===== src/rtl/imem_responder_if.sv =====
// imem_responder_if: word-wide system memory read bus.
// Master issues req/addr and holds them until a one-cycle ack returns data.
interface imem_responder_if;
  logic        mem_req;
  logic [31:0] mem_addr;
  logic        mem_ack;
  logic [31:0] mem_data;

  modport master (
    output mem_req,
    output mem_addr,
    input  mem_ack,
    input  mem_data
  );

  modport slave (
    input  mem_req,
    input  mem_addr,
    output mem_ack,
    output mem_data
  );
endinterface


===== src/rtl/imem_responder.sv =====
// imem_responder: direct-mapped I-cache for fetch, whole-line refill, CPU stall.
// Optional fence.i flush port when IMEM_FLUSH_EN is defined.
module imem_responder #(
  parameter int unsigned NUM_LINES  = 16,
  parameter int unsigned LINE_WORDS = 4,
  parameter logic [31:0] MEM_BASE   = 32'h0000_0000
) (
  input  logic             i_clk,
  input  logic             i_rst,
  input  logic [31:0]      i_if_pc,
  output logic [31:0]      o_data_out,
  output logic             o_clk_ce,
`ifdef IMEM_FLUSH_EN
  input  logic             i_flush,
`endif
  imem_responder_if.master mem
);

  localparam int OFF_W = $clog2(LINE_WORDS);
  localparam int IDX_W = $clog2(NUM_LINES);
  localparam int LN_W  = 30 - OFF_W;
  localparam int TAG_W = LN_W - IDX_W;
  localparam int DEPTH = NUM_LINES * LINE_WORDS;
  localparam logic [OFF_W-1:0] OFF_LAST =
    OFF_W'(LINE_WORDS - 1);

  typedef enum logic {
    S_IDLE,
    S_FILL
  } state_t;

  state_t               state_q;
  state_t               state_d;
  logic [OFF_W-1:0]     cnt_q;
  logic [OFF_W-1:0]     cnt_d;
  logic [OFF_W-1:0]     cnt_nx;
  logic [LN_W-1:0]      line_q;
  logic [LN_W-1:0]      line_d;
  logic                 req_q;
  logic                 req_d;
  logic [31:0]          addr_q;
  logic [31:0]          addr_d;
  logic [NUM_LINES-1:0] valid_q;
  logic [TAG_W-1:0]     tag_q [NUM_LINES];
  logic [31:0]          data_q [DEPTH];

  logic [OFF_W-1:0]     pc_off;
  logic [LN_W-1:0]      pc_line;
  logic [IDX_W-1:0]     pc_idx;
  logic [TAG_W-1:0]     pc_tag;
  logic [IDX_W-1:0]     fill_idx;
  logic [TAG_W-1:0]     fill_tag;

  logic                 hit;
  logic                 flush_now;
  logic                 flush_pend;
  logic                 flush_all;
  logic                 fill_we;
  logic                 fill_done;
  logic                 unused_pc;

  assign pc_off    = i_if_pc[OFF_W+1:2];
  assign pc_line   = i_if_pc[31:OFF_W+2];
  assign pc_idx    = pc_line[IDX_W-1:0];
  assign pc_tag    = pc_line[LN_W-1:IDX_W];
  assign fill_idx  = line_q[IDX_W-1:0];
  assign fill_tag  = line_q[LN_W-1:IDX_W];
  assign cnt_nx    = cnt_q + 1'b1;
  assign unused_pc = ^i_if_pc[1:0];

`ifdef IMEM_FLUSH_EN
  logic pend_q;

  assign flush_now  = i_flush;
  assign flush_pend = pend_q;

  // A flush seen mid-fill is applied when the line lands.
  always_ff @(posedge i_clk) begin
    if (i_rst) begin
      pend_q <= 1'b0;
    end else if (fill_done) begin
      pend_q <= 1'b0;
    end else if (state_q == S_FILL && i_flush) begin
      pend_q <= 1'b1;
    end
  end
`else
  assign flush_now  = 1'b0;
  assign flush_pend = 1'b0;
`endif

  assign hit = (state_q == S_IDLE)
            && valid_q[pc_idx]
            && (tag_q[pc_idx] == pc_tag);

  assign o_clk_ce   = hit && !flush_now;
  assign o_data_out = o_clk_ce
                    ? data_q[{pc_idx, pc_off}]
                    : 32'h0;

  assign mem.mem_req  = req_q;
  assign mem.mem_addr = addr_q;

  always_comb begin
    state_d   = state_q;
    cnt_d     = cnt_q;
    line_d    = line_q;
    req_d     = req_q;
    addr_d    = addr_q;
    fill_we   = 1'b0;
    fill_done = 1'b0;
    flush_all = 1'b0;
    unique case (state_q)
      S_IDLE: begin
        if (flush_now) begin
          flush_all = 1'b1;
        end else if (!hit) begin
          state_d = S_FILL;
          cnt_d   = '0;
          line_d  = pc_line;
          req_d   = 1'b1;
          addr_d  = MEM_BASE
                  + {pc_line, {OFF_W{1'b0}}, 2'b00};
        end
      end
      S_FILL: begin
        if (req_q && mem.mem_ack) begin
          fill_we = 1'b1;
          cnt_d   = cnt_nx;
          if (cnt_q == OFF_LAST) begin
            state_d   = S_IDLE;
            req_d     = 1'b0;
            fill_done = 1'b1;
            flush_all = flush_pend || flush_now;
          end else begin
            addr_d = MEM_BASE
                   + {line_q, cnt_nx, 2'b00};
          end
        end
      end
      default: begin
        state_d = S_IDLE;
        req_d   = 1'b0;
      end
    endcase
  end

  always_ff @(posedge i_clk) begin
    if (i_rst) begin
      state_q <= S_IDLE;
      cnt_q   <= '0;
      line_q  <= '0;
      req_q   <= 1'b0;
      addr_q  <= 32'h0;
    end else begin
      state_q <= state_d;
      cnt_q   <= cnt_d;
      line_q  <= line_d;
      req_q   <= req_d;
      addr_q  <= addr_d;
    end
  end

  always_ff @(posedge i_clk) begin
    if (i_rst) begin
      valid_q <= '0;
    end else if (flush_all) begin
      valid_q <= '0;
    end else if (fill_done) begin
      valid_q[fill_idx] <= 1'b1;
    end
  end

  // Storage arrays carry no reset; valid bits guard them.
  always_ff @(posedge i_clk) begin
    if (!i_rst && fill_we) begin
      data_q[{fill_idx, cnt_q}] <= mem.mem_data;
    end
    if (!i_rst && fill_done) begin
      tag_q[fill_idx] <= fill_tag;
    end
  end

endmodule


===== src/flat_wrapper.sv =====
// flat-port wrapper written by rule: the top's interface ports become plain ports
module imem_responder_flat 
#(
  parameter int unsigned NUM_LINES  = 16,
  parameter int unsigned LINE_WORDS = 4,
  parameter logic [31:0] MEM_BASE   = 32'h0000_0000
)
  (i_clk, i_rst, i_if_pc, o_data_out, o_clk_ce, mem_mem_req, mem_mem_addr, mem_mem_ack, mem_mem_data);
  imem_responder_if mem_i ();
  input  logic i_clk;
  input  logic i_rst;
  input  logic [31:0] i_if_pc;
  output logic [31:0] o_data_out;
  output logic o_clk_ce;
  output wire logic [$bits(mem_i.mem_req)-1:0] mem_mem_req;
  output wire logic [$bits(mem_i.mem_addr)-1:0] mem_mem_addr;
  input wire logic [$bits(mem_i.mem_ack)-1:0] mem_mem_ack;
  input wire logic [$bits(mem_i.mem_data)-1:0] mem_mem_data;
  assign mem_mem_req = mem_i.mem_req;
  assign mem_mem_addr = mem_i.mem_addr;
  assign mem_i.mem_ack = mem_mem_ack;
  assign mem_i.mem_data = mem_mem_data;
  imem_responder #(.NUM_LINES(NUM_LINES), .LINE_WORDS(LINE_WORDS), .MEM_BASE(MEM_BASE)) u_core (.i_clk(i_clk), .i_rst(i_rst), .i_if_pc(i_if_pc), .o_data_out(o_data_out), .o_clk_ce(o_clk_ce), .mem(mem_i));
endmodule

===== config.mk =====
export PLATFORM = sky130hd
export DESIGN_NAME = imem_responder_flat
export DESIGN_NICKNAME = d
export VERILOG_FILES = /design/src/rtl/imem_responder_if.sv /design/src/rtl/imem_responder.sv /design/src/flat_wrapper.sv
export SDC_FILE = /design/constraint.sdc
export NUM_CORES = 2
export LEC_CHECK = 0
export CAP_MARGIN = 40
export CORE_ASPECT_RATIO = 0.7
export CORE_UTILIZATION = 60
export DETAILED_ROUTE_END_ITERATION = 16
export DONT_BUFFER_PORTS = 1
export PLACE_DENSITY = 0.76
export REMOVE_ABC_BUFFERS = 1
export SYNTH_ARGS = -nofsm -noshare
export SYNTH_HDL_FRONTEND = slang
export SYNTH_SLANG_ARGS = --single-unit

===== constraint.sdc =====
create_clock -name i_clk -period 7.8 [get_ports i_clk]
set_input_delay 1.17 -clock i_clk [delete_from_list [all_inputs] [get_ports i_clk]]
set_output_delay 1.17 -clock i_clk [all_outputs]
set_load 0.005 [all_outputs]

==> impl_metrics.yaml <==
clock_tree:
  path_clk_slew_ns: 0.06
  cts_buffers: 213
  ctsResizeCount: 0
  insertion_delay_ns: 0.86
  cts.sinks: 2510
  cts_tree: "done"
  clockBufferDepth: 3
  h-tree-depth: 4
  cts_root_buf: "clkbuf_16"
  holdBufCountCts: 0
  post-cts-setup-buffers: 0
grt:
  globalRouteOverflowTotal: 0
  grt_start_max_net_pins: 513
  grt_pass1_wl_um: 340000
  grt_antenna_before_repair: 3
  grt_pass1_vias: 45500
  track_usage_pct: 30.3
die:
  rows: 122
  fp.dieH_um: 338
  core_area_um2: 159000
  die_area_um2: 162000
  die_w_um: 481
  io_pins: 133
  start_util_pct: 60.7
setup_path:
  worstReg2RegStart: "u_core.state_q$_SDFF_PP0_"
  cp_data_arrival_time_ns: 5.39
  max_stage_delay_ns: 0.69
  path_buf_inv: 1
  cp.required_ns: 6.63
  reg2reg_slack_ns: 3.67
  crit_path_top_delay_cell: "mux4_2"
  worstSetupPathDepth: 9
  worst-path-max-fanout: 190
  critical_path.top_delay_family: "compound AO/OA/AOI/OAI gates"
  startpoint_type: "input pin"
  timing.rr.end: "u_core.data_q[55][16]$_DFFE_PP_"
  endpoint_kind: "primary output"
  r2r_cells: 5
  critPathKind: "input pin to primary output"
  crit_chain: "mux4_2 > a22o_1 > a221oi_2 > xnor2_1 > nor4_1 > o2111a_2 > nand4_4 > buf_4 > a211oi_2"
power_and_ir_drop:
  cellLeakagePower_nw: 32.8
  vdd_ir_drop_max_mv: 0.205
  power_density_nw_per_um2: 247
logic_synthesis:
  syn_area_um2: 96500
  yosysSeqAreaShare_pct: 77.3
  synthTopCellsByArea: "edfxtp_1 76%, mux4_2 17%, dfxtp_1 1.6%"
  synth_top_cell_area_share_pct: 75.7
  yosysTopAreaCell: "edfxtp_1"
  syn_area_per_cell_um2: 23.8
  syn_inst: 4061
  ys_ff_latch: 2510
  synth_cell_types: 57
  synth-main-ff-cell: "edfxtp_1"
  yosysWarnings: 0
  synth_edf_count: 2432
  synthArstFlopShare_pct: 0
placed_design:
  port_buffers: 0
  dp_hpwl_um: 119000
  dp_slack_ns: 1.57
  gp_congestion: 0.772
route:
  vias_per_cell: 7.21
  wire_per_inst_um: 38.4
  drc: 0
  wl_um: 247000
  vias: 46400
  antenna_left: 0
  first_iter_violations: 7091
  dr.pass1.iters: 6
layout:
  area_delta_synth_final_pct: 10.5
  fillers: 9303
  layout_commonest_cell: "edfxtp_1"
  layout_common_cells: "2432 x edfxtp_1, 749 x mux4_2, 216 x clkbuf_16"
  finalNetCount: 4215
  multi_input_area_um2: 21400
  drive_above_1_share_pct: 29.3
  seq_area_um2: 74600
outcome:
  violations: "slew limit"
  outcome: "complete, but fails checks"
timing:
  fmaxAchievable_mhz: 152
  worst_pin_slew_ns: 3.04
  finalSetupTns_ns: 0
  whs_ns: 0.407
  slew_viol_final: 431
  fin_crit_ns: 6.56
  finalSetupViolations: 0
  clock_skew_ns: 0.0308
  grt_setup_unrepaired: "false"
  fin_ws_ns: 1.24
  finalCritPeriodShare_pct: 84.1
  hold_viol: 0
  timing.slew.headroom_pct: -103
flow_run:
  maxCapViolations: 0
worst_hold_path:
  min_to: "u_core.data_q[27][27]$_DFFE_PP_"
  hold_path_depth: 0
  min-delay-start: "mem_mem_data[27]"
  hold_path.class: "input pin to register"
## registers in the layout (all words and copies together) (netlist names)
register,cells
u_core.cnt_q,2
u_core.valid_q,16
u_core.tag_q,384
u_core.state_q,1
u_core.line_q,28
u_core.data_q,2048
u_core.mem.mem_addr,30
u_core.mem.mem_req,1
## Yosys cell counts, types with 6 or more instances
master,n
edfxtp_1,2432
mux4_2,749
nor2_1,142
clkbuf_1,138
mux2i_1,100
dfxtp_1,78
nand2b_1,64
nor2b_1,41
buf_2,35
buf_1,23
nand2_1,23
buf_4,20
o221a_1,20
o22ai_1,20
xor2_1,20
inv_1,17
a211oi_1,14
a211oi_2,13
xnor2_1,13
buf_6,12
o221a_2,8
nand3_1,6
nand3b_1,6
nor4_1,6
## layer usage
layer / track usage (%) / share of wire [%]
met1: 43.5 / 36
met2: 45.6 / 47
met3: 8.32 / 13
met4: 10.8 / 3.6
met5: 0 / 0
## worst max-delay path by stage
stage                           from             end  slack, ns
after global placement    i_if_pc[4]  o_data_out[26]       1.61
after detailed placement  i_if_pc[4]  o_data_out[26]       1.57
after floorplan           i_if_pc[4]  o_data_out[11]       2.87
final                     i_if_pc[6]   o_data_out[8]       1.24
after CTS                 i_if_pc[4]  o_data_out[26]       1.56
after global routing      i_if_pc[4]  o_data_out[26]       1.27
## area by class of cell
cell class,instances,area share [%]
tap,2108,2.47
multi-input combinational,1305,20.0
clock inverter,136,1.24
sequential,2510,69.9
clock buffer,262,5.27
timing repair buffer,99,1.01
inverter,18,0.0633
antenna,2,0.00469
## logic make-up after synthesis
family | synth area share, %
XOR/XNOR | 0.300
flip-flops | 77.3
other | 0.00389
AO/OA/AOI/OAI | 1.06
adder cells (fa/ha/maj) | 0.0130
AND/OR/NAND/NOR | 1.59
multiplexers | 18.5
buffers and inverters | 1.19
## power breakdown
| part | switching, mW | total (mW) | internal, mW |
|---|---|---|---|
| Combinational | 0.333 | 0.846 | 0.513 |
| Clock | 4.89 | 10.7 | 5.81 |
| Sequential | 0.0559 | 14.9 | 14.8 |
## per-stage QoR
stage	power, mW	cell area (um^2)	utilization (%)	std cells
floorplan	15.7	95400	-	3833
global placement	15.8	99200	62.4	6015
detailed placement	15.9	99600	62.7	6033
CTS	26.3	107000	67.0	6431
global route	26.9	107000	67.1	6439
finish	26.4	107000	67.1	6440
Note: power is estimated with default switching activity, not from simulation.
